File: config.mk
export PLATFORM = sky130hd
export DESIGN_NAME = axis_header_extract
export DESIGN_NICKNAME = d
export VERILOG_FILES = /design/src/rtl/axis_header_extract.sv
export SDC_FILE = /design/constraint.sdc
export NUM_CORES = 1
export LEC_CHECK = 0
export CAP_MARGIN = 20
export CORE_MARGIN = 1
export CORE_UTILIZATION = 56
export DETAILED_ROUTE_END_ITERATION = 12
export PLACE_DENSITY = 0.76
export SLEW_MARGIN = 20
export SYNTH_ARGS = -nofsm -noshare
export SYNTH_HDL_FRONTEND = slang
export SYNTH_SLANG_ARGS = --single-unit
File: constraint.sdc
create_clock -name clk -period 27.2 [get_ports clk]
set_input_delay 5.44 -clock clk [delete_from_list [all_inputs] [get_ports clk]]
set_output_delay 5.44 -clock clk [all_outputs]
set_load 0.02 [all_outputs]
File: src/rtl/axis_header_extract.sv
`default_nettype none
// ============================================================================
// Module   : axis_header_extract
// Purpose  : Forwards an AXI-stream through a registered 2-entry skid slice
//            and extracts one header record per packet (msg type, symbol,
//            price, beat count) into a first-word-fall-through FIFO.
// Ports    : clk, rst (async, active-high)
//            slave_*  - input stream (tdata, byteEnable, tvalid, tlast, tready)
//            master_* - output stream (same fields, registered)
//            hdr_*    - header record FIFO head (valid/ready handshake)
//            stat_*   - packet / full-FIFO stall counters
// Options  : `define HDREXT_STATS_EN to build the statistics counters;
//            otherwise stat_* are tied to zero.
// Revision : 1.0 - initial release
// ============================================================================
module axis_header_extract #(
  parameter int WIDTH     = 64,
  parameter int HDR_DEPTH = 4
) (
  input  logic                 clk,
  input  logic                 rst,
  input  logic [WIDTH-1:0]     slave_tdata,
  input  logic [WIDTH/8-1:0]   slave_byteEnable,
  input  logic                 slave_tvalid,
  input  logic                 slave_tlast,
  output logic                 slave_tready,
  output logic [WIDTH-1:0]     master_tdata,
  output logic [WIDTH/8-1:0]   master_byteEnable,
  output logic                 master_tvalid,
  output logic                 master_tlast,
  input  logic                 master_tready,
  output logic                 hdr_valid,
  input  logic                 hdr_ready,
  output logic [7:0]           hdr_msg_type,
  output logic [23:0]          hdr_symbol_id,
  output logic [31:0]          hdr_price_q16_16,
  output logic [15:0]          hdr_beats,
  output logic [31:0]          stat_pkts,
  output logic [31:0]          stat_stall_cycles
);

  localparam int BEW  = WIDTH / 8;
  localparam int PW   = $clog2(HDR_DEPTH);
  localparam int CW   = PW + 1;
  localparam int RECW = 80;
  localparam logic [CW-1:0] FULL_CNT = CW'(HDR_DEPTH);

  localparam logic [0:0] S_IDLE   = 1'b0;
  localparam logic [0:0] S_IN_PKT = 1'b1;

  // ---------------------------------------------------------------- skid
  logic [WIDTH-1:0] main_data_q, main_data_d, ovf_data_q, ovf_data_d;
  logic [BEW-1:0]   main_be_q, main_be_d, ovf_be_q, ovf_be_d;
  logic             main_last_q, main_last_d, ovf_last_q, ovf_last_d;
  logic             main_valid_q, main_valid_d, ovf_valid_q, ovf_valid_d;
  logic             skid_ready_q, skid_ready_d;
  logic [CW-1:0]    fifo_count_q, fifo_count_d;
  logic             accept;
  logic             main_take;

  assign slave_tready = skid_ready_q && (fifo_count_q != FULL_CNT);
  assign accept       = slave_tvalid && slave_tready;
  assign main_take    = !main_valid_q || master_tready;

  always_comb begin
    main_data_d  = main_data_q;
    main_be_d    = main_be_q;
    main_last_d  = main_last_q;
    main_valid_d = main_valid_q;
    ovf_data_d   = ovf_data_q;
    ovf_be_d     = ovf_be_q;
    ovf_last_d   = ovf_last_q;
    ovf_valid_d  = ovf_valid_q;
    if (main_take) begin
      // A parked overflow beat always goes first; no input can be accepted
      // in that cycle because skid_ready_q is low while it is occupied.
      if (ovf_valid_q) begin
        main_data_d  = ovf_data_q;
        main_be_d    = ovf_be_q;
        main_last_d  = ovf_last_q;
        main_valid_d = 1'b1;
        ovf_valid_d  = 1'b0;
      end else if (accept) begin
        main_data_d  = slave_tdata;
        main_be_d    = slave_byteEnable;
        main_last_d  = slave_tlast;
        main_valid_d = 1'b1;
      end else begin
        main_valid_d = 1'b0;
      end
    end else if (accept) begin
      ovf_data_d  = slave_tdata;
      ovf_be_d    = slave_byteEnable;
      ovf_last_d  = slave_tlast;
      ovf_valid_d = 1'b1;
    end
    skid_ready_d = !ovf_valid_d;
  end

  always_ff @(posedge clk or posedge rst) begin
    if (rst) begin
      main_data_q  <= '0;
      main_be_q    <= '0;
      main_last_q  <= 1'b0;
      main_valid_q <= 1'b0;
      ovf_data_q   <= '0;
      ovf_be_q     <= '0;
      ovf_last_q   <= 1'b0;
      ovf_valid_q  <= 1'b0;
      skid_ready_q <= 1'b0;
    end else begin
      main_data_q  <= main_data_d;
      main_be_q    <= main_be_d;
      main_last_q  <= main_last_d;
      main_valid_q <= main_valid_d;
      ovf_data_q   <= ovf_data_d;
      ovf_be_q     <= ovf_be_d;
      ovf_last_q   <= ovf_last_d;
      ovf_valid_q  <= ovf_valid_d;
      skid_ready_q <= skid_ready_d;
    end
  end

  assign master_tdata      = main_data_q;
  assign master_byteEnable = main_be_q;
  assign master_tlast      = main_last_q;
  assign master_tvalid     = main_valid_q;

  // -------------------------------------------------------------- parser
  logic [0:0]  state_q, state_d;
  logic [15:0] beat_cnt_q, beat_cnt_d, cnt_inc;
  logic [63:0] hdr_word_q, hdr_word_d;
  logic        push;
  logic [RECW-1:0] push_rec;

  assign cnt_inc = (beat_cnt_q == 16'hFFFF) ? beat_cnt_q : beat_cnt_q + 16'd1;

  always_comb begin
    state_d    = state_q;
    beat_cnt_d = beat_cnt_q;
    hdr_word_d = hdr_word_q;
    push       = 1'b0;
    push_rec   = {hdr_word_q, cnt_inc};
    if (accept) begin
      if (state_q == S_IDLE) begin
        hdr_word_d = slave_tdata[63:0];
        beat_cnt_d = 16'd1;
        if (slave_tlast) begin
          push     = 1'b1;
          push_rec = {slave_tdata[63:0], 16'd1};
        end else begin
          state_d = S_IN_PKT;
        end
      end else begin
        beat_cnt_d = cnt_inc;
        if (slave_tlast) begin
          push    = 1'b1;
          state_d = S_IDLE;
        end
      end
    end
  end

  always_ff @(posedge clk or posedge rst) begin
    if (rst) begin
      state_q    <= S_IDLE;
      beat_cnt_q <= '0;
      hdr_word_q <= '0;
    end else begin
      state_q    <= state_d;
      beat_cnt_q <= beat_cnt_d;
      hdr_word_q <= hdr_word_d;
    end
  end

  // ---------------------------------------------------------- header FIFO
  // A push can only occur on an accepted beat, which already implies the
  // FIFO is not full, so no overflow guard is needed on the write side.
  logic [RECW-1:0] mem_q [HDR_DEPTH];
  logic [PW-1:0]   wr_ptr_q, rd_ptr_q;
  logic            pop;

  assign hdr_valid = (fifo_count_q != '0);
  assign pop       = hdr_valid && hdr_ready;

  always_comb begin
    fifo_count_d = fifo_count_q;
    if (push && !pop)      fifo_count_d = fifo_count_q + 1'b1;
    else if (!push && pop) fifo_count_d = fifo_count_q - 1'b1;
  end

  always_ff @(posedge clk or posedge rst) begin
    if (rst) begin
      for (int i = 0; i < HDR_DEPTH; i++) mem_q[i] <= '0;
      wr_ptr_q     <= '0;
      rd_ptr_q     <= '0;
      fifo_count_q <= '0;
    end else begin
      if (push) begin
        mem_q[wr_ptr_q] <= push_rec;
        wr_ptr_q        <= wr_ptr_q + 1'b1;
      end
      if (pop) rd_ptr_q <= rd_ptr_q + 1'b1;
      fifo_count_q <= fifo_count_d;
    end
  end

  assign {hdr_msg_type, hdr_symbol_id, hdr_price_q16_16, hdr_beats} = mem_q[rd_ptr_q];

  // ----------------------------------------------------------- statistics
`ifdef HDREXT_STATS_EN
  logic [31:0] stat_pkts_q, stat_stall_q;

  always_ff @(posedge clk or posedge rst) begin
    if (rst) begin
      stat_pkts_q  <= '0;
      stat_stall_q <= '0;
    end else begin
      if (push) stat_pkts_q <= stat_pkts_q + 32'd1;
      if (slave_tvalid && (fifo_count_q == FULL_CNT)) stat_stall_q <= stat_stall_q + 32'd1;
    end
  end

  assign stat_pkts         = stat_pkts_q;
  assign stat_stall_cycles = stat_stall_q;
`else
  assign stat_pkts         = 32'd0;
  assign stat_stall_cycles = 32'd0;
`endif

endmodule
`default_nettype wire

==> impl_metrics.env <==
export IMPL_cts_made_buffers=56
export IMPL_netlist_area_um2=24310
export IMPL_yosysMostFrequentCell="dfrtp_1"
export IMPL_via_per_inst=5.676
export IMPL_crit_fanout=43
export IMPL_synth_seq_cells=557
export IMPL_cts_root_buf="clkbuf_16"
export IMPL_first_pass_iters=6
export IMPL_coreArea_um2=42420
export IMPL_hold_path_class="flip-flop to flip-flop"
export IMPL_post_route_util_pct=67.81
export IMPL_clockBufferDepth=3
export IMPL_row_count=75
export IMPL_clock_latency_ps=610
export IMPL_antenna_found_initial=2
export IMPL_ys_flop_type="dfrtp_1"
export IMPL_rr_worst_depth=7
export IMPL_ys_seq_area_share_pct=57.34
export IMPL_finalPower_mw=3.605
export IMPL_skew_ps=12.88
export IMPL_drive_gt1_share_pct=15.69
export IMPL_grt_overflow=0
export IMPL_crit_arrival_ps=3640
export IMPL_min_to="mem_q[218]"
export IMPL_vias=16210
export IMPL_final_hold_viol_count=0
export IMPL_synthTopCellsByCount="dfrtp_1, nand2_1, o21ai_0, mux2i_1, mux2_2"
export IMPL_cap_violations=0
export IMPL_port_buffers=233
export IMPL_fmax_mhz=110.2
export IMPL_worstHoldStart="mem_q[218]"
export IMPL_rsz0062_at_grt="no"
export IMPL_synth_edf_count=0
export IMPL_peakVddDrop_mv=0.08787
export IMPL_leakagePower_nw=12.37
export IMPL_drt_iter0_drc=1137
export IMPL_cts_sinks=557
export IMPL_crit_required_ps=21760
export IMPL_ant_nets=0
export IMPL_cp_start_kind="flip-flop"
export IMPL_yosys_warnings=0
export IMPL_hpwl_mm=35.28
export IMPL_syn_area_per_cell_um2=11.81
export IMPL_synth_area_top_cells="dfrtp_1, o21ai_0, mux4_2"
export IMPL_reg2reg_to="mem_q[242]"
export IMPL_worst_slew_pin_slew_ps=1101
export IMPL_dieWidth_um=210.3
export IMPL_nets=2315
export IMPL_synth_area_leader_cell="dfrtp_1"
export IMPL_dpl_cell_count=2747
export IMPL_synth_top_area_share_pct=57.34
export IMPL_final_setup_tns_ps=0
export IMPL_final_max_slew_viol_count=0
export IMPL_clk_pin_slew_ps=60
export IMPL_powerDensity_nw_per_um2=125.3
export IMPL_design_portCount=298
export IMPL_h_tree_depth=2
export IMPL_relSlewSlack_pct=26.63
export IMPL_post_cts_resized=0
export IMPL_cts_tree="yes"
export IMPL_crit_type="flip-flop to primary output"
export IMPL_grt_pass1_wl_mm=91.66
export IMPL_setup_viol=0
export IMPL_status="complete, no violations"
export IMPL_die_area_um2=44250
export IMPL_rrSetupSlack_ps=23850
export IMPL_fp_dieH_um=210.3
export IMPL_drc=0
export IMPL_wire_per_inst_um=19.87
export IMPL_cts_hold_buf=0
export IMPL_r2r_start="fifo_count_q[0]"
export IMPL_initial_utilization_pct=57.31
export IMPL_areaGrowthSynthToFinish_pct=18.33
export IMPL_fin_crit_sh_pct=33.37
export IMPL_first_global_vias=16570
export IMPL_cts_setup_buffers=0
export IMPL_finalWeightedCongestion=0.8109
export IMPL_wl_mm=56.72
export IMPL_dpl_cell_area_um2=26730
export IMPL_min_period_ps=9077
export IMPL_fill_cells=3168
export IMPL_grt_max_degree=185
export IMPL_synthArstFlopShare_pct=100.0
export IMPL_syn_inst=2058
export IMPL_final_cells=2855
export IMPL_cp_end_kind="primary output"
export IMPL_worstHoldPathCells=2
export IMPL_synth_distinct_cells=52
export IMPL_design_area_um2=28760
export IMPL_grt_total_usage_pct=26.47
[kinds of logic after synthesis]
family                   synth area share [%]
flip-flops                              57.34
XOR/XNOR                               0.4324
AO/OA/AOI/OAI                           9.430
other                                 0.01543
multiplexers                            19.53
adder cells (fa/ha/maj)                0.3912
buffers and inverters                   4.838
AND/OR/NAND/NOR                         8.025
[cells in the final DEF, fill, tap and decap left out, types with 3 or more instances in the layout]
| master | synthesis | final |
|---|---|---|
| dfrtp_1 | 557 | 554 |
| clkbuf_8 | 0 | 16 |
| mux2i_1 | 139 | 139 |
| inv_1 | 12 | 11 |
| dfrtp_4 | 0 | 3 |
| nor2_1 | 16 | 13 |
| o22a_1 | 3 | 3 |
| clkbuf_1 | 58 | 11 |
| nor2_4 | 0 | 3 |
| clkbuf_16 | 0 | 57 |
| mux4_2 | 80 | 80 |
| a21oi_1 | 17 | 17 |
| xor2_1 | 3 | 3 |
| nand2_1 | 395 | 395 |
| a31oi_1 | 6 | 6 |
| nand3_1 | 14 | 13 |
| ha_1 | 6 | 6 |
| nand4_1 | 6 | 6 |
| nor3_1 | 3 | 3 |
| o21ai_1 | 31 | 30 |
| clkinv_2 | 0 | 10 |
| bufinv_16 | 0 | 7 |
| o21ai_0 | 363 | 363 |
| or3_1 | 7 | 7 |
| buf_16 | 0 | 3 |
| xnor2_1 | 9 | 9 |
| a22o_1 | 9 | 9 |
| mux2_2 | 138 | 138 |
| and3_1 | 5 | 5 |
| or2_2 | 3 | 3 |
| conb_1 | 1 | 64 |
| nand3_4 | 0 | 4 |
| and2_1 | 3 | 3 |
| buf_4 | 74 | 15 |
| clkdlybuf4s50_1 | 0 | 233 |
[worst max-delay path by stage]
stage,depth (start not counted),startpoint,end,slack (ps)
6_report,3,rd_ptr_q[1],hdr_symbol_id[15],18120
5_1_grt,3,rd_ptr_q[1],hdr_symbol_id[21],17960
4_1_cts,3,rd_ptr_q[1],hdr_symbol_id[15],18050
3_5_place_dp,6,slave_tlast,mem_q[126],18020
3_3_place_gp,6,slave_tlast,mem_q[37],18210
2_1_floorplan,1,rst,beat_cnt_q[0],6180
[flip-flops by register name, summed over array words and instances, names as in the netlist, 2 cells and up]
register           flops
beat_cnt_q            16
wr_ptr_q               2
rd_ptr_q               2
ovf_data_q            64
hdr_word_q            64
master_byteEnable      8
fifo_count_q           3
ovf_be_q               8
master_tdata          64
mem_q                320
[critical path: stages (launching register included)]
cell	delay, ps
dfrtp_4	960
buf_4	750
mux4_2	610
clkdlybuf4s50_1	640
[final cells by class]
| class | instances | area, µm² | area share (%) |
|---|---|---|---|
| flip-flops and latches | 557 | 13950 | 48.50 |
| well taps | 577 | 721.9 | 2.510 |
| diodes | 2 | 5.005 | 0.01740 |
| clock buffers | 84 | 1688 | 5.868 |
| clock inverters | 20 | 285.3 | 0.9918 |
| repair buffers | 253 | 2559 | 8.896 |
| inverters | 13 | 56.30 | 0.1957 |
| multi-input cells | 1349 | 9499 | 33.02 |
[metal layers]
layer	global-route usage (%)	routed length (µm)	up-vias
met1	35.85	23820	8290
met2	43.78	28310	409
li1	-	-	7420
met3	4.678	3114	84
met5	0	14	-
met4	8.482	1459	2
[power breakdown]
| part | leakage [nW] | switching, mW | total, mW | internal [mW] |
|---|---|---|---|---|
| sequential | 6.97 | 0.236 | 1.42 | 1.18 |
| clock | 0.978 | 0.323 | 0.816 | 0.494 |
| combinational | 4.43 | 0.712 | 1.37 | 0.656 |
| total | 12.4 | 1.27 | 3.61 | 2.33 |
[per-stage QoR]
stage               hold WS [ps]  setup slack [ps]
detailed placement         464.8             18020
finish                     472.8             18120
floorplan                  444.3              6184
global placement           455.2             18210
CTS                        477.8             18050
global route               496.2             17960
(Power assumes the default switching activity.)
